===== src/rtl/hmc_tag_pool.sv =====
// HMC request issue stage: stamps each request with a tag from a hardware free list
// and retires the tag once its final response beat has been seen.
module hmc_tag_pool #(
   parameter int ID_WIDTH   = 6,
   parameter int ADDR_WIDTH = 34
) (
   input  logic                  clk,
   input  logic                  rst,
   input  logic                  req_valid,
   output logic                  req_ready,
   input  logic [3:0]            req_cmd,
   input  logic [3:0]            req_size,
   input  logic [ADDR_WIDTH-1:0] req_addr,
   input  logic [3:0]            req_rsp_beats,
   output logic                  cmd_valid,
   input  logic                  cmd_ready,
   output logic [3:0]            cmd,
   output logic [3:0]            size,
   output logic [ADDR_WIDTH-1:0] addr,
   output logic [ID_WIDTH-1:0]   tag,
   input  logic                  rsp_valid,
   input  logic [ID_WIDTH-1:0]   rsp_tag,
   output logic [ID_WIDTH:0]     tags_free,
   output logic                  init_done,
   output logic                  err_rsp
);

   localparam int NUM_TAGS = 1 << ID_WIDTH;
   localparam logic [ID_WIDTH-1:0] ID_ONE  = {{(ID_WIDTH-1){1'b0}}, 1'b1};
   localparam logic [ID_WIDTH:0]   PTR_ONE = {{ID_WIDTH{1'b0}}, 1'b1};
   localparam logic [ID_WIDTH-1:0] ID_LAST = {ID_WIDTH{1'b1}};

   typedef enum logic {
      ST_INIT = 1'b0,
      ST_RUN  = 1'b1
   } state_t;

   state_t                  state_r;
   state_t                  state_nxt_s;
   logic [ID_WIDTH-1:0]     init_cnt_r;
   logic [ID_WIDTH-1:0]     fl_mem_r [NUM_TAGS];
   logic [ID_WIDTH:0]       rd_ptr_r;
   logic [ID_WIDTH:0]       wr_ptr_r;
   logic [ID_WIDTH:0]       tags_free_r;
   logic [NUM_TAGS-1:0]     outstanding_r;
   logic [3:0]              beats_left_r [NUM_TAGS];
   logic                    cmd_valid_r;
   logic [3:0]              cmd_r;
   logic [3:0]              size_r;
   logic [ADDR_WIDTH-1:0]   addr_r;
   logic [ID_WIDTH-1:0]     tag_r;
   logic                    init_done_r;
   logic                    err_rsp_r;

   logic                    run_s;
   logic                    posted_s;
   logic                    req_ready_s;
   logic                    load_s;
   logic                    pop_s;
   logic [ID_WIDTH-1:0]     head_s;
   logic                    rsp_hit_s;
   logic                    rsp_last_s;
   logic                    push_s;
   logic [ID_WIDTH-1:0]     push_tag_s;

   // Next-state logic: INIT fills the free list, RUN is left only through rst
   always_comb begin
      state_nxt_s = state_r;
      case (state_r)
         ST_INIT: begin
            if (init_cnt_r == ID_LAST) begin
               state_nxt_s = ST_RUN;
            end else begin
               state_nxt_s = ST_INIT;
            end
         end
         ST_RUN:  state_nxt_s = ST_RUN;
         default: state_nxt_s = ST_INIT;
      endcase
   end

   // Handshake, free-list and response decode
   always_comb begin
      run_s       = (state_r == ST_RUN);
      posted_s    = (req_rsp_beats == 4'd0);
      // posted requests borrow the head value without consuming it
      req_ready_s = run_s & (~cmd_valid_r | cmd_ready) &
                    (posted_s | (tags_free_r != {(ID_WIDTH+1){1'b0}}));
      load_s      = req_valid & req_ready_s;
      pop_s       = load_s & ~posted_s;
      head_s      = fl_mem_r[rd_ptr_r[ID_WIDTH-1:0]];
      rsp_hit_s   = run_s & rsp_valid & outstanding_r[rsp_tag];
      rsp_last_s  = rsp_hit_s & (beats_left_r[rsp_tag] == 4'd1);
      if (state_r == ST_INIT) begin
         push_s     = 1'b1;
         push_tag_s = init_cnt_r;
      end else begin
         push_s     = rsp_last_s;
         push_tag_s = rsp_tag;
      end
   end

   // State, free list, per-tag tracking and registered command outputs
   always_ff @(posedge clk) begin
      if (rst) begin
         state_r       <= ST_INIT;
         init_cnt_r    <= {ID_WIDTH{1'b0}};
         rd_ptr_r      <= {(ID_WIDTH+1){1'b0}};
         wr_ptr_r      <= {(ID_WIDTH+1){1'b0}};
         tags_free_r   <= {(ID_WIDTH+1){1'b0}};
         outstanding_r <= {NUM_TAGS{1'b0}};
         init_done_r   <= 1'b0;
         err_rsp_r     <= 1'b0;
         cmd_valid_r   <= 1'b0;
         cmd_r         <= 4'd0;
         size_r        <= 4'd0;
         addr_r        <= {ADDR_WIDTH{1'b0}};
         tag_r         <= {ID_WIDTH{1'b0}};
      end else begin
         state_r     <= state_nxt_s;
         init_done_r <= (state_nxt_s == ST_RUN);
         err_rsp_r   <= rsp_valid & ~rsp_hit_s;
         if (state_r == ST_INIT) begin
            init_cnt_r <= init_cnt_r + ID_ONE;
         end
         if (push_s) begin
            fl_mem_r[wr_ptr_r[ID_WIDTH-1:0]] <= push_tag_s;
            wr_ptr_r <= wr_ptr_r + PTR_ONE;
         end
         if (pop_s) begin
            rd_ptr_r <= rd_ptr_r + PTR_ONE;
         end
         tags_free_r <= tags_free_r + {{ID_WIDTH{1'b0}}, push_s} - {{ID_WIDTH{1'b0}}, pop_s};
         // a popped tag can never equal an outstanding rsp_tag, so these writes never collide
         if (rsp_hit_s) begin
            if (rsp_last_s) begin
               outstanding_r[rsp_tag] <= 1'b0;
            end else begin
               beats_left_r[rsp_tag] <= beats_left_r[rsp_tag] - 4'd1;
            end
         end
         if (pop_s) begin
            outstanding_r[head_s] <= 1'b1;
            beats_left_r[head_s]  <= req_rsp_beats;
         end
         if (load_s) begin
            cmd_valid_r <= 1'b1;
            cmd_r       <= req_cmd;
            size_r      <= req_size;
            addr_r      <= req_addr;
            tag_r       <= head_s;
         end else if (cmd_ready) begin
            cmd_valid_r <= 1'b0;
         end
      end
   end

   assign req_ready = req_ready_s;
   assign cmd_valid = cmd_valid_r;
   assign cmd       = cmd_r;
   assign size      = size_r;
   assign addr      = addr_r;
   assign tag       = tag_r;
   assign tags_free = tags_free_r;
   assign init_done = init_done_r;
   assign err_rsp   = err_rsp_r;

endmodule


===== config.mk =====
export PLATFORM = sky130hd
export DESIGN_NAME = hmc_tag_pool
export DESIGN_NICKNAME = d
export VERILOG_FILES = /design/src/rtl/hmc_tag_pool.sv
export SDC_FILE = /design/constraint.sdc
export NUM_CORES = 1
export LEC_CHECK = 0
export BUFFER_PORTS_ARGS = -buffer_cell sky130_fd_sc_hd__clkbuf_2
export CAP_MARGIN = 30
export CORE_ASPECT_RATIO = 2
export CORE_UTILIZATION = 60
export DETAILED_ROUTE_END_ITERATION = 16
export PLACE_DENSITY_LB_ADDON = 0.12
export SETUP_SLACK_MARGIN = 0.1
export SKIP_CTS_REPAIR_TIMING = 1
export SYNTH_ARGS = -nofsm -noshare
export SYNTH_HDL_FRONTEND = slang
export SYNTH_SLANG_ARGS = --single-unit

===== constraint.sdc =====
create_clock -name clk -period 6.7 [get_ports clk]
set_input_delay 0.335 -clock clk [delete_from_list [all_inputs] [get_ports clk]]
set_output_delay 0.335 -clock clk [all_outputs]
set_load 0.1 [all_outputs]

==> results of run 1 <==
-- power groups by stage --
stage / logic (uW) / clock network, uW / registers, uW
after global routing: 1350 / 4480 / 5430
after CTS: 1250 / 4320 / 5430
after floorplan: 744 / 0 / 5630
after global placement: 1200 / 0 / 5540
final: 1290 / 4310 / 5430
after detailed placement: 1240 / 0 / 5540
-- worst max path at each step --
stage / from / end / slack (ns) / cells past startpoint
floorplan: rsp_tag[0] / tags_free[6]$_SDFF_PP0_ / 1.40 / 24
global placement: rsp_tag[2] / tags_free[6]$_SDFF_PP0_ / 1.03 / 20
detailed placement: rsp_tag[0] / tags_free[6]$_SDFF_PP0_ / 1.10 / 18
CTS: flip-flop / beats_left_r[37][3]$_DFFE_PP_ / 1.41 / 9
global route: flip-flop / beats_left_r[37][3]$_DFFE_PP_ / 1.14 / 9
finish: flip-flop / beats_left_r[37][2]$_DFFE_PP_ / 1.39 / 9
-- synthesized netlist by cell type (7+ instances only) --
| master | instances | area share |
|---|---|---|
| a22oi_1 | 46 | 0.0096 |
| or3_1 | 8 | 0.0014 |
| nand2_1 | 167 | 0.017 |
| dfxtp_1 | 146 | 0.081 |
| nor2b_1 | 31 | 0.0054 |
| nor3_1 | 62 | 0.0086 |
| o31ai_1 | 32 | 0.0067 |
| buf_4 | 8 | 0.0017 |
| nor4_1 | 32 | 0.0056 |
| inv_1 | 19 | 0.0020 |
| nand4_1 | 16 | 0.0028 |
| mux2i_1 | 95 | 0.026 |
| buf_2 | 71 | 0.0099 |
| xnor2_1 | 8 | 0.0019 |
| a221oi_1 | 14 | 0.0034 |
| nand3b_1 | 13 | 0.0027 |
| a211oi_1 | 13 | 0.0027 |
| o21ai_0 | 62 | 0.0086 |
| mux2_2 | 183 | 0.057 |
| a31o_2 | 73 | 0.018 |
| ha_1 | 14 | 0.0049 |
| nor2_1 | 80 | 0.0084 |
| edfxtp_1 | 640 | 0.53 |
| a21oi_1 | 83 | 0.012 |
| xor2_1 | 8 | 0.0019 |
| nand2b_1 | 35 | 0.0061 |
| and2_1 | 20 | 0.0035 |
| a22o_1 | 13 | 0.0032 |
| mux2_1 | 23 | 0.0072 |
| or2_2 | 7 | 0.0012 |
| buf_1 | 17 | 0.0018 |
| mux4_2 | 121 | 0.076 |
| clkbuf_1 | 170 | 0.018 |
| nand3_1 | 33 | 0.0046 |
| a221o_1 | 8 | 0.0022 |
| or4_1 | 37 | 0.0077 |
| a31oi_1 | 12 | 0.0021 |
| o22ai_1 | 8 | 0.0014 |
-- per-stage QoR --
stage | power, uW | worst slack (ns) | std cells | utilization | hold WS [ns]
floorplan | 6370 | 1.40 | 2542 | - | 0.455
global placement | 6740 | 1.03 | 3237 | 0.628 | 0.441
detailed placement | 6780 | 1.10 | 3248 | 0.630 | 0.449
CTS | 11000 | 1.41 | 3373 | 0.671 | -0.0796
global route | 11300 | 1.14 | 3420 | 0.678 | 0.00352
finish | 11000 | 1.39 | 3422 | 0.679 | -0.00323
-- critical path, cell delays in order (launching register included) --
cell and delay [ns]:
dfxtp_4 0.78, buf_4 0.44, mux4_2 0.59, mux4_2 0.48, a22oi_1 0.31, o31a_1 0.38
and2_1 0.21, nor2b_1 0.81, nor2b_1 0.59, mux2_2 0.41
-- layer usage --
layer,track usage,share of wire,vias to the layer above
met3,0.0655,0.070,545
li1,-,-,9996
met4,0.309,0.097,8
met5,0.000817,0.00038,-
met1,0.405,0.31,12100
met2,0.682,0.52,1448
-- cell families after synthesis --
kind of cell,Yosys count
simple gates,603
fa+ha+maj,15
buf+inv,290
compound gates,407
flops,786
mux,425
xor+xnor,16
-- final cells by class --
cell class	count	area, um2
inverters	21	78.8
fillers	4125	19000
clock buffers	95	2000
well taps	768	961
flip-flops and latches	786	22200
repair buffers	252	1800
diodes	4	10.0
clock inverters	30	418
multi-input cells	1466	12700
-- registers in the layout, summed over array words and instances, names as in the netlist, named ones only --
register / cells
cmd: 4
init_cnt_r: 6
fl_mem_r: 384
cmd_valid: 1
err_rsp: 1
wr_ptr_r: 6
tags_free: 7
beats_left_r: 256
addr: 34
init_done: 1
rd_ptr_r: 6
tag: 6
outstanding_r: 64
size: 4
==> impl_metrics.toml, run 1 <==
[run_status]
status = "finished, violations left"
failed_checks = "hold timing"

[cells_and_area]
final_common_cell = "edfxtp_1"
mostFrequentLayoutCells = "edfxtp_1, mux2_2, nand2_1, dfxtp_1, mux4_2"
fin_nets = 2668
syn_to_final_growth_pct = 11.6
final_area_um2 = 40100
drive_above_1_share = 0.285

[clocking]
clkSlewWorstSetupHoldPaths_ns = 0.07
cts_buffers = 69
ctsRootBufferMaster = "clkbuf_16"
clock_path_buffers = 3
insertion_delay_ns = 0.63
htreeDepth = 3
cts_tree = "done"
clock-sinks = 786

[timing]
skew_ns = 0.0194
rsz0062_at_grt = "no"
fin_crit_ns = 5.31
fmax_mhz = 188
final_max_slew_viol_count = 0
setup_viol = 0
relSlewSlack = 0.240
tns_ns = 0
fin_crit_sh = 0.793
hold_slack_ns = -0.00323
worst_pin_slew_ns = 1.13
final_hold_viol_count = 1

[drt]
vias = 24100
wirelength_um = 118000
first_pass_iters = 6
wire_per_inst_um = 34.5
initialDrtViolationCount = 2826
postRouteAntennaNets = 0
drc = 0
viasPerCell = 7.05

[hold_path]
min_path_type = "primary input to flip-flop"
hp-start = "req_addr[21]"
whs_path_depth = 3
holdPathEnd = "addr[21]$_SDFFE_PP0P_"

[yosys]
yosys.area_share.simple = 0.0915
synth_compound_area_frac = 0.0811
synth-seq-area-share = 0.616
synthesis.nets = 2614
syn-instance-count = 2542
synthesis.area_um2 = 36000
synth.distinct_cells = 81
synthAdderAreaFrac = 0.00543
yosys.area_share.xor_xnor = 0.00390
synth.ff_latch_count = 786
synthArstFlopShare = 0
synth_top_family_by_area = "multiplexers"
ys.flop_type = "edfxtp_1"
synth-edff-count = 640
synth_area_per_cell_um2 = 14.1
yosys_warnings = 0
synth_mux_area_frac = 0.168

[pwr]
switching_share = 0.244
p_int_uw = 8340
power_switching_uw = 2690
pwr-share-seq = 0.492
pwr-share-comb = 0.117
p_per_area_nw_per_um2 = 275
ir_worst_vdd_uv = 307
power_leakage_uw = 0.0131
power.share.clock = 0.391

[floorplanning]
core-area_um2 = 59100
design.die.area_um2 = 61000
die_w_um = 175
start_util = 0.608
num_rows = 126
die_h_um = 348
io_pins = 116

[global_route]
grt_max_degree = 81
gr-total-overflow = 0
grt_pass1_vias = 24100
grt_pass1_wl_um = 167000
grt_use_total = 0.387
antenna_found_initial = 7

[critical_path]
crit_type = "flip-flop to flip-flop"
end_kind = "flip-flop"
worstRegToRegCells = 9
required_ns = 7.06
cp_max_fo = 32
r2r-end = "beats_left_r[37][2]$_DFFE_PP_"
cp-start-kind = "flip-flop"
arrival_ns = 5.67
reg2reg_slack_ns = 1.39

[placed_design]
port_buffers = 115
hpwl_um = 78900
place_area_um2 = 37200
gp_congestion = 0.998

[run]
maxCapViolCount = 0
No activity file was read; power rests on OpenSTA's default activity.
==> inputs of run 2 (changes only) <==
--- a/config.mk
+++ b/config.mk
@@ -8,7 +8,7 @@
 export BUFFER_PORTS_ARGS = -buffer_cell sky130_fd_sc_hd__clkbuf_2
 export CAP_MARGIN = 30
 export CORE_ASPECT_RATIO = 2
-export CORE_UTILIZATION = 60
+export CORE_UTILIZATION = 56
 export DETAILED_ROUTE_END_ITERATION = 16
 export PLACE_DENSITY_LB_ADDON = 0.12
 export SETUP_SLACK_MARGIN = 0.1
==> constraint.sdc (replaced) <==
create_clock -name clk -period 4.8 [get_ports clk]
set_input_delay 0.24 -clock clk [delete_from_list [all_inputs] [get_ports clk]]
set_output_delay 0.24 -clock clk [all_outputs]
set_load 0.1 [all_outputs]
==> run 2 against run 1 <==
Effect of this change:
- the run now ends clean
- sequential share of layout area down 1.7 points
- routed wire length increased by 0.31%
- first-iteration DRC count decreased by 8.4%
- combinational power up 46%
- die area rose by 7.1%
- non-clock buffer count up 139
- global-route usage shrank 2.3 points
- critical path type unchanged
- critical endpoint is now beats_left_r[47][3]$_DFFE_PP_
==> impl_metrics.toml, run 2 (synthesis results as in run 1) <==
[clocking]
clock_path_buffers = 3
htreeDepth = 3
ctsRootBufferMaster = "clkbuf_16"
cts_tree = "done"
clkSlewWorstSetupHoldPaths_ns = 0.07
insertion_delay_ns = 0.63
cts_buffers = 69
clock-sinks = 786

[pwr]
ir_worst_vdd_uv = 361
power_leakage_uw = 0.0138
p_per_area_nw_per_um2 = 366

[cells_and_area]
fin_nets = 2807
syn_to_final_growth_pct = 15.0
drive_above_1_share = 0.317
final_common_cell = "edfxtp_1"
final_area_um2 = 41400
largest_register_ffs = 384
mostFrequentLayoutCells = "edfxtp_1, buf_4, mux2_2, nand2_1, dfxtp_1"
fin_util = 0.650
instances_no_fill = 3591

[placed_design]
port_buffers = 115
place_inst = 3417
post-place-ws_ns = -0.0650
hpwl_um = 83000
place_area_um2 = 38600
gp_congestion = 1.02

[floorplanning]
io_pins = 116
start_util = 0.565
die_w_um = 181
core-area_um2 = 63600
die_h_um = 360
design.die.area_um2 = 65300
num_rows = 131

[drt]
wire_per_inst_um = 33.0
viasPerCell = 6.74
wirelength_um = 118000
first_pass_iters = 6
initialDrtViolationCount = 2589
postRouteAntennaNets = 0
drc = 0
vias = 24200

[critical_path]
reg2reg_slack_ns = 0.29
required_ns = 5.18
cp-start-kind = "flip-flop"
cp_max_fo = 14
worstRegToRegCells = 10
r2r-end = "beats_left_r[47][3]$_DFFE_PP_"
crit_type = "flip-flop to flip-flop"
critPathCapture = "beats_left_r[47][3]$_DFFE_PP_"
arrival_ns = 4.89
end_kind = "flip-flop"

[timing]
final_max_slew_viol_count = 0
fin_ws_ns = 0.291
relSlewSlack = 0.245
tns_ns = 0
fin_crit_ns = 4.51
rsz0062_at_grt = "no"
setup_viol = 0
worst_pin_slew_ns = 1.13
fin_crit_sh = 0.939
fmax_mhz = 222
final_hold_viol_count = 0
skew_ns = 0.0296

[global_route]
grt_max_degree = 81
grt_pass1_vias = 24600
grt_use_total = 0.364
gr-total-overflow = 0
grt_pass1_wl_um = 169000
antenna_found_initial = 1

[hold_path]
min_path_type = "primary input to flip-flop"

[run_status]
status = "finished, final reports clean"

[run]
maxCapViolCount = 0
run 2: stage by stage:
step                hold WS, ns  total power [uW]
finish                   0.0276             15100
global placement          0.442              9500
CTS                      -0.187             15100
detailed placement        0.448              9540
global route             0.0954             15500
floorplan                 0.376              8900
run 2: final cells by class:
type | count | area, um2
multi-input cells | 1466 | 12700
diodes | 3 | 7.51
clock inverters | 30 | 320
inverters | 21 | 78.8
repair buffers | 391 | 3140
clock buffers | 96 | 1960
fillers | 4635 | 22200
well taps | 798 | 998
flip-flops and latches | 786 | 22200
run 2: worst min path at each step:
| stage | start | endpoint | slack, ns | cells after the start |
|---|---|---|---|---|
| 5_1_grt | req_valid | tag[4]$_SDFFE_PP0P_ | 0.1 | 5 |
| 2_1_floorplan | req_addr[0] | addr[0]$_SDFFE_PP0P_ | 0.38 | 2 |
| 6_report | req_valid | tag[4]$_SDFFE_PP0P_ | 0.03 | 5 |
| 3_5_place_dp | addr[20]$_SDFFE_PP0P_ | addr[20]$_SDFFE_PP0P_ | 0.45 | 2 |
| 4_1_cts | req_addr[5] | addr[5]$_SDFFE_PP0P_ | -0.19 | 3 |
| 3_3_place_gp | addr[0]$_SDFFE_PP0P_ | addr[0]$_SDFFE_PP0P_ | 0.44 | 2 |
run 2: per-layer routing:
| layer | GRT usage | wire [um] | vias to the layer above |
|---|---|---|---|
| li1 | - | - | 10300 |
| met5 | 0 | 0 | - |
| met3 | 0.0592 | 7620 | 490 |
| met1 | 0.369 | 36800 | 12200 |
| met4 | 0.325 | 12300 | 0 |
| met2 | 0.641 | 61700 | 1291 |
run 2: critical path, cell delays in order, from the launching register on:
cell and delay, ns:
dfxtp_4 0.54, buf_12 0.22, buf_4 0.22, mux4_2 0.55, mux4_2 0.49, mux2_2 0.34
a21oi_2 0.29, buf_4 0.24, nand2_2 0.12, nor3_1 0.81, mux2_2 0.42
run 2: power by group:
group,leakage [uW],internal [uW],switching [uW]
clock,0.00110,3110,2560
combinational,0.00567,723,1150
sequential,0.00702,7550,30.0
